<file path="config.mk">
export PLATFORM = sky130hd
export DESIGN_NAME = adsb_frame_demod_flat
export DESIGN_NICKNAME = d
export VERILOG_FILES = /design/src/rtl/adsb_pkg.sv /design/src/rtl/adsb_frame_demod_if.sv /design/src/rtl/adsb_byte_packer.sv /design/src/rtl/adsb_frame_demod.sv /design/src/flat_wrapper.sv
export SDC_FILE = /design/constraint.sdc
export NUM_CORES = 1
export LEC_CHECK = 0
export ABC_AREA = 1
export BUFFER_PORTS_ARGS = -buffer_cell sky130_fd_sc_hd__buf_2
export CORE_AREA = 2 2 81 83
export DETAILED_ROUTE_END_ITERATION = 12
export DIE_AREA = 0 0 83 85
export HOLD_SLACK_MARGIN = 0.15
export PLACE_DENSITY = 0.53
export SLEW_MARGIN = 10
export SYNTH_ARGS = -nofsm -noshare
export SYNTH_HDL_FRONTEND = slang
export SYNTH_SLANG_ARGS = --single-unit
export TNS_END_PERCENT = 10
</file>
<file path="constraint.sdc">
create_clock -name clk8M -period 2.2 [get_ports clk8M]
set_input_delay 0.66 -clock clk8M [delete_from_list [all_inputs] [get_ports clk8M]]
set_output_delay 0.66 -clock clk8M [all_outputs]
set_load 0.03 [all_outputs]
</file>
<file path="src/rtl/adsb_pkg.sv">
// Shared types and constants for the ADS-B Mode S frame demodulator.
package adsb_pkg;

   typedef enum logic [1:0] {
      ST_IDLE,
      ST_PREAMBLE,
      ST_DATA
   } state_t;

   localparam int SHORT_BITS = 56;
   localparam int LONG_BITS  = 112;

   // Chip pattern of the 8 us Mode S preamble, first chip in the MSB
   localparam logic [15:0] PREAMBLE_DEFAULT = 16'b1010000101000000;

   // Received bit index that carries DF[4]; a 1 there selects a long frame
   localparam int DF_LONG_BIT = 0;

   // Index of the final byte for a frame of the given length
   function automatic logic [3:0] last_byte_index(input logic is_long);
      return is_long ? 4'(LONG_BITS / 8 - 1) : 4'(SHORT_BITS / 8 - 1);
   endfunction

endpackage

</file>
<file path="src/rtl/adsb_frame_demod_if.sv">
// Byte stream from the demodulator to the host-side transport.
interface adsb_frame_demod_if;

   logic [7:0] out_data;
   logic       out_valid;
   logic       out_ready;
   logic       out_first;
   logic       out_last;

   modport master (
      output out_data,
      output out_valid,
      output out_first,
      output out_last,
      input  out_ready
   );

   modport slave (
      input  out_data,
      input  out_valid,
      input  out_first,
      input  out_last,
      output out_ready
   );

endinterface

</file>
<file path="src/rtl/adsb_byte_packer.sv">
// Packs decoded bits MSB-first into bytes, tags first/last and holds one
// byte for the valid/ready consumer. A byte that completes while the holding
// register is still occupied is dropped and flagged as an overrun.
module adsb_byte_packer
   import adsb_pkg::*;
(
   input  logic       clk,
   input  logic       rst,
   input  logic       start,
   input  logic       bit_push,
   input  logic       bit_val,
   input  logic       out_ready,
   output logic [7:0] out_data,
   output logic       out_valid,
   output logic       out_first,
   output logic       out_last,
   output logic       overrun,
   output logic       byte_drop,
   output logic       frame_done
);

   logic [6:0] shift;
   logic [2:0] bit_cnt;
   logic [3:0] byte_idx;
   logic       long_frame;
   logic       byte_done;

   assign byte_done  = bit_push && (bit_cnt == 3'd7);
   assign byte_drop  = byte_done && out_valid && !out_ready;
   assign frame_done = byte_done && (byte_idx == last_byte_index(long_frame));

   // Shift register, byte counter and the single-entry holding register
   always_ff @(posedge clk or posedge rst) begin
      if (rst) begin
         shift      <= '0;
         bit_cnt    <= '0;
         byte_idx   <= '0;
         long_frame <= 1'b0;
         out_data   <= '0;
         out_valid  <= 1'b0;
         out_first  <= 1'b0;
         out_last   <= 1'b0;
         overrun    <= 1'b0;
      end else begin
         if (out_valid && out_ready) begin
            out_valid <= 1'b0;
         end
         if (start) begin
            bit_cnt  <= '0;
            byte_idx <= '0;
         end else if (bit_push) begin
            if ((byte_idx == 4'd0) && (bit_cnt == 3'(DF_LONG_BIT))) begin
               long_frame <= bit_val;
            end
            shift   <= {shift[5:0], bit_val};
            bit_cnt <= bit_cnt + 3'd1;
            if (bit_cnt == 3'd7) begin
               byte_idx <= byte_idx + 4'd1;
               if (byte_drop) begin
                  overrun <= 1'b1;
               end else begin
                  out_data  <= {shift, bit_val};
                  out_valid <= 1'b1;
                  out_first <= (byte_idx == 4'd0);
                  out_last  <= (byte_idx == last_byte_index(long_frame));
               end
            end
         end
      end
   end

endmodule

</file>
<file path="src/rtl/adsb_frame_demod.sv">
// Mode S preamble detector and Manchester frame decoder. The sliced RF input
// is synchronised, the preamble is matched chip by chip at mid-chip, then
// 56- or 112-bit frames are decoded and handed to the byte packer.
module adsb_frame_demod
   import adsb_pkg::*;
#(
   parameter int          OVS      = 8,
   parameter int          MAX_ERR  = 3,
   parameter logic [15:0] PREAMBLE = PREAMBLE_DEFAULT,
   parameter int          ERRW     = $clog2(MAX_ERR + 2)
) (
   input  logic                clk8M,
   input  logic                rst,
   input  logic                adsb_in,
   adsb_frame_demod_if.master  out_if,
   output logic                frame_ok,
   output logic                frame_abort,
   output logic                overrun,
   output logic [ERRW-1:0]     bit_err_count,
   output logic                busy
);

   localparam int HALF = OVS / 2;
   localparam int PW   = $clog2(HALF);

   logic [2:0]    sync;
   state_t        state;
   logic [PW-1:0] phase;
   logic [3:0]    chip_idx;
   logic          second_chip;
   logic          first_chip;

   logic rise;
   logic chip_tick;
   logic chip_val;
   logic is_violation;
   logic err_limit;
   logic bit_push;
   logic bit_val;
   logic pk_start;
   logic byte_drop;
   logic frame_done;

   // The third flop lines chip samples up with the phase counter restart
   assign rise         = sync[1] && !sync[2];
   assign chip_val     = sync[2];
   assign chip_tick    = (phase == PW'(OVS / 4));
   assign is_violation = (first_chip == chip_val);
   assign err_limit    = is_violation && (bit_err_count == ERRW'(MAX_ERR));
   assign bit_val      = first_chip && !chip_val;
   assign bit_push     = (state == ST_DATA) && chip_tick && second_chip && !err_limit;
   assign pk_start     = (state == ST_PREAMBLE) && chip_tick && (chip_idx == 4'd0)
                         && (chip_val == PREAMBLE[chip_idx]);
   assign busy         = (state != ST_IDLE);

   // Two-flop synchroniser plus an edge-detect flop for the async input
   always_ff @(posedge clk8M or posedge rst) begin
      if (rst) begin
         sync <= '0;
      end else begin
         sync <= {sync[1:0], adsb_in};
      end
   end

   // Chip phase counter, realigned to the edge that starts a preamble
   always_ff @(posedge clk8M or posedge rst) begin
      if (rst) begin
         phase <= '0;
      end else if ((state == ST_IDLE) && rise) begin
         phase <= '0;
      end else if (phase == PW'(HALF - 1)) begin
         phase <= '0;
      end else begin
         phase <= phase + 1'b1;
      end
   end

   // Frame FSM: preamble matching, Manchester bit decisions, error policy
   always_ff @(posedge clk8M or posedge rst) begin
      if (rst) begin
         state         <= ST_IDLE;
         chip_idx      <= '0;
         second_chip   <= 1'b0;
         first_chip    <= 1'b0;
         bit_err_count <= '0;
         frame_ok      <= 1'b0;
         frame_abort   <= 1'b0;
      end else begin
         frame_ok    <= 1'b0;
         frame_abort <= 1'b0;
         case (state)
            ST_IDLE: begin
               if (rise) begin
                  state    <= ST_PREAMBLE;
                  chip_idx <= 4'd15;
               end
            end
            ST_PREAMBLE: begin
               if (chip_tick) begin
                  if (chip_val != PREAMBLE[chip_idx]) begin
                     state <= ST_IDLE;
                  end else if (chip_idx == 4'd0) begin
                     state         <= ST_DATA;
                     second_chip   <= 1'b0;
                     bit_err_count <= '0;
                  end else begin
                     chip_idx <= chip_idx - 4'd1;
                  end
               end
            end
            ST_DATA: begin
               if (chip_tick) begin
                  if (!second_chip) begin
                     first_chip  <= chip_val;
                     second_chip <= 1'b1;
                  end else begin
                     second_chip <= 1'b0;
                     if (is_violation) begin
                        bit_err_count <= bit_err_count + 1'b1;
                     end
                     if (err_limit || byte_drop) begin
                        frame_abort <= 1'b1;
                        state       <= ST_IDLE;
                     end else if (frame_done) begin
                        frame_ok <= 1'b1;
                        state    <= ST_IDLE;
                     end
                  end
               end
            end
            default: state <= ST_IDLE;
         endcase
      end
   end

   adsb_byte_packer u_packer (
      .clk        (clk8M),
      .rst        (rst),
      .start      (pk_start),
      .bit_push   (bit_push),
      .bit_val    (bit_val),
      .out_ready  (out_if.out_ready),
      .out_data   (out_if.out_data),
      .out_valid  (out_if.out_valid),
      .out_first  (out_if.out_first),
      .out_last   (out_if.out_last),
      .overrun    (overrun),
      .byte_drop  (byte_drop),
      .frame_done (frame_done)
   );

endmodule

</file>
<file path="src/flat_wrapper.sv">
// flat-port wrapper written by rule: the top's interface ports become plain ports
module adsb_frame_demod_flat import adsb_pkg::*;
#(
   parameter int          OVS      = 8,
   parameter int          MAX_ERR  = 3,
   parameter logic [15:0] PREAMBLE = PREAMBLE_DEFAULT,
   parameter int          ERRW     = $clog2(MAX_ERR + 2)
)
  (clk8M, rst, adsb_in, frame_ok, frame_abort, overrun, bit_err_count, busy, out_if_out_data, out_if_out_valid, out_if_out_first, out_if_out_last, out_if_out_ready);
  adsb_frame_demod_if out_if_i ();
  input  logic clk8M;
  input  logic rst;
  input  logic adsb_in;
  output logic frame_ok;
  output logic frame_abort;
  output logic overrun;
  output logic [ERRW-1:0] bit_err_count;
  output logic busy;
  output wire logic [$bits(out_if_i.out_data)-1:0] out_if_out_data;
  output wire logic [$bits(out_if_i.out_valid)-1:0] out_if_out_valid;
  output wire logic [$bits(out_if_i.out_first)-1:0] out_if_out_first;
  output wire logic [$bits(out_if_i.out_last)-1:0] out_if_out_last;
  input wire logic [$bits(out_if_i.out_ready)-1:0] out_if_out_ready;
  assign out_if_out_data = out_if_i.out_data;
  assign out_if_out_valid = out_if_i.out_valid;
  assign out_if_out_first = out_if_i.out_first;
  assign out_if_out_last = out_if_i.out_last;
  assign out_if_i.out_ready = out_if_out_ready;
  adsb_frame_demod #(.OVS(OVS), .MAX_ERR(MAX_ERR), .PREAMBLE(PREAMBLE), .ERRW(ERRW)) u_core (.clk8M(clk8M), .rst(rst), .adsb_in(adsb_in), .out_if(out_if_i), .frame_ok(frame_ok), .frame_abort(frame_abort), .overrun(overrun), .bit_err_count(bit_err_count), .busy(busy));
endmodule
</file>
==> flow_summary.toml <==
[worst_setup_path]
worstPathArrival_ns = 2.11
cp-end-kind = "register"
path_delay_family = "simple AND/OR/NAND/NOR gates"
cp_slowest_stage_delay_ns = 0.42
crit_chain = "ha_1 -> ha_1 -> nand2_1 -> nand4_4 -> nor2_8 -> nand2_4 -> mux2_4"
worst_path_most_repeated_cell = "ha_1"
critPathRequiredTime_ns = 2.38
critPathLaunchType = "register"
timing.setup.critical_path_class = "reg -> reg"
slowest_stage = "dfrtp_1"
cp_num_buf_inv = 0
worstPathMaxFanout = 18

[min_path]
worstHoldPathType = "reg -> reg"

[timing]
fin_worst_skew_ns = 0.00928
tightestPinTransition_ns = 0.555
fmax_mhz = 518
tns_ns = 0
maxSlewHeadroom_pct = 63.0
post-route-min-period_ns = 1.93
final_hold_viol_count = 0
hold_ws_ns = 0.356
finalCritPeriodShare_pct = 87.7
setup_viol = 0
slew_violations = 0
rsz0062_at_grt = "false"

[route]
drtPass1Iterations = 4
routed_wl_microns = 3890
via_per_inst = 4.57
drc = 0
ant_nets = 0
routedWlPerCell_microns = 10.9
initialDrtViolationCount = 120
num_vias = 1626

[yosys]
yosys.area.top_type = "dfrtp_1"
syn_nets = 266
yosys-top-cells-area = "dfrtp_1 51%, nand2_1 11%, ha_1 7.3%"
synth_cell_type_count = 25
synth_top_area_share_pct = 50.8
yosys_register_bits = 45
synth_edf_count = 0
async_flop_share_pct = 100
syn_inst = 249
yosysMostFrequentCell = "nand2_1"
yosys_most_used_dff = "dfrtp_1"
synth_area_sq_um = 2220
synth_commonest_cells = "65 x nand2_1, 45 x dfrtp_1, 38 x inv_1, 20 x o21ai_0, 18 x nor2_1"
postSynthAreaPerCell_sq_um = 8.90
ys_warn_count = 0
seq_area_frac_synth_pct = 50.8

[die]
die_area_sq_um = 7060
io_pins = 22
start_util_pct = 35.7
fp.dieW_microns = 83
row_count = 29
core_sq_um = 6200
die_y_microns = 85

[power_and_ir_drop]
p_leak_uw = 0.00134
p_per_area_nw_per_um2 = 884
vdd.ir_drop.worst_mv = 0.525

[placed_design]
dpl.hpwl_microns = 2930
portBuffers = 21
routabilityCongestion = 0.778

[layout]
drive_above_1_share_pct = 18.6
nets = 295
final_util_pct = 40.5
syn2layout_area_growth_pct = 13.3
num_antenna_cells = 0

[clock_network]
clk_pin_slew_ns = 0.09
clock_latency_ns = 0.29
hold_buffers = 0
cts_buffers = 5
cts_sinks = 45
clock-root-buffer = "clkbuf_8"
cts.htree.levels = 2
cts_max_path_buffers = 2
cts_tree = "done"
cts-resized-gates = 0
postCtsSetupBuffers = 0

[global_routing]
antenna_found_initial = 0
grt_pass1_wl_microns = 6980
grt_max_degree = 46
grt_pass1_vias = 1563
overflow = 0
track_usage_pct = 12.1

[run]
cap_violations = 0

[run_status]
status = "finished clean"
-- final timing paths --
path | from | endpoint | slack [ns] | depth (start not counted)
worst max register to register | u_core.bit_err_count[0] | u_core.u_packer.out_data[7] | 0.27 | 7
max in group asynchronous | rst | u_core.u_packer.bit_cnt[1] | 1.33 | 3
worst max-delay path | u_core.bit_err_count[0] | u_core.u_packer.out_data[7] | 0.27 | 7
worst min-delay path | u_core.sync[0] | u_core.sync[1] | 0.36 | 0
min in group asynchronous | rst | u_core.bit_err_count[2] | 0.49 | 3
worst min register to register | u_core.sync[0] | u_core.sync[1] | 0.36 | 0
-- sequential cells by signal (all words and copies together) (netlist names), 3 cells and up --
signal                    cells
u_core.chip_idx               4
u_core.u_packer.bit_cnt       3
u_core.u_packer.shift         7
u_core.bit_err_count          3
u_core.u_packer.byte_idx      4
u_core.u_packer.out_data      8
u_core.sync                   3
-- cell families (layout without fill, tap and decap cells) --
logic type,after synthesis,count (layout),synth area share [%]
AOI/OAI and AO/OA,37,37,9.88
buffers and inverters,41,71,7.28
xor gates and xnor gates,1,1,0.395
muxes,2,2,1.35
adders and majority gates,13,13,7.34
and+or+nand+nor,110,110,23.0
DFF,45,45,50.8
-- area by class of cell --
cell class / count / area [sq um]
clock buffers: 5 / 68.8
well taps: 77 / 96.3
fillers: 626 / 3690
repair buffers: 24 / 128
inverters: 39 / 146
multi-input cells: 163 / 930
clock inverters: 3 / 17.5
flip-flops and latches: 45 / 1130
-- metrics by stage --
stage | std cells | total power [uW] | area, sq um | worst slack [ns]
after floorplan | 249 | 1580 | 2220 | 0.261
after global placement | 348 | 1730 | 2430 | 0.317
after detailed placement | 348 | 1740 | 2430 | 0.282
after CTS | 356 | 2250 | 2510 | 0.260
after global routing | 356 | 2400 | 2510 | 0.0795
final | 356 | 2220 | 2510 | 0.270
-- placed cells by master (no fill, tap or decap), types with 3 or more instances in the layout --
master	n
nand3_1	14
dfrtp_1	45
ha_1	13
nand2_1	65
o21ai_2	8
clkbuf_8	5
nor2_1	18
inv_1	37
nand4_1	3
buf_4	3
a21oi_1	7
buf_2	21
o21ai_0	20
-- where the power goes --
| part | internal, uW | switching, uW |
|---|---|---|
| logic | 218 | 444 |
| registers | 955 | 106 |
| clock network | 219 | 279 |
-- layer usage --
metal	wire (microns)	up-vias	part of all wire [%]	GRT usage [%]
met5	0	-	0	0
met4	62	0	1.6	4.02
met3	119	9	3.1	3.21
met2	1820	25	47	20.3
met1	1880	749	48	15.4
li1	-	843	-	-
No activity file was read; power rests on OpenSTA's default activity.
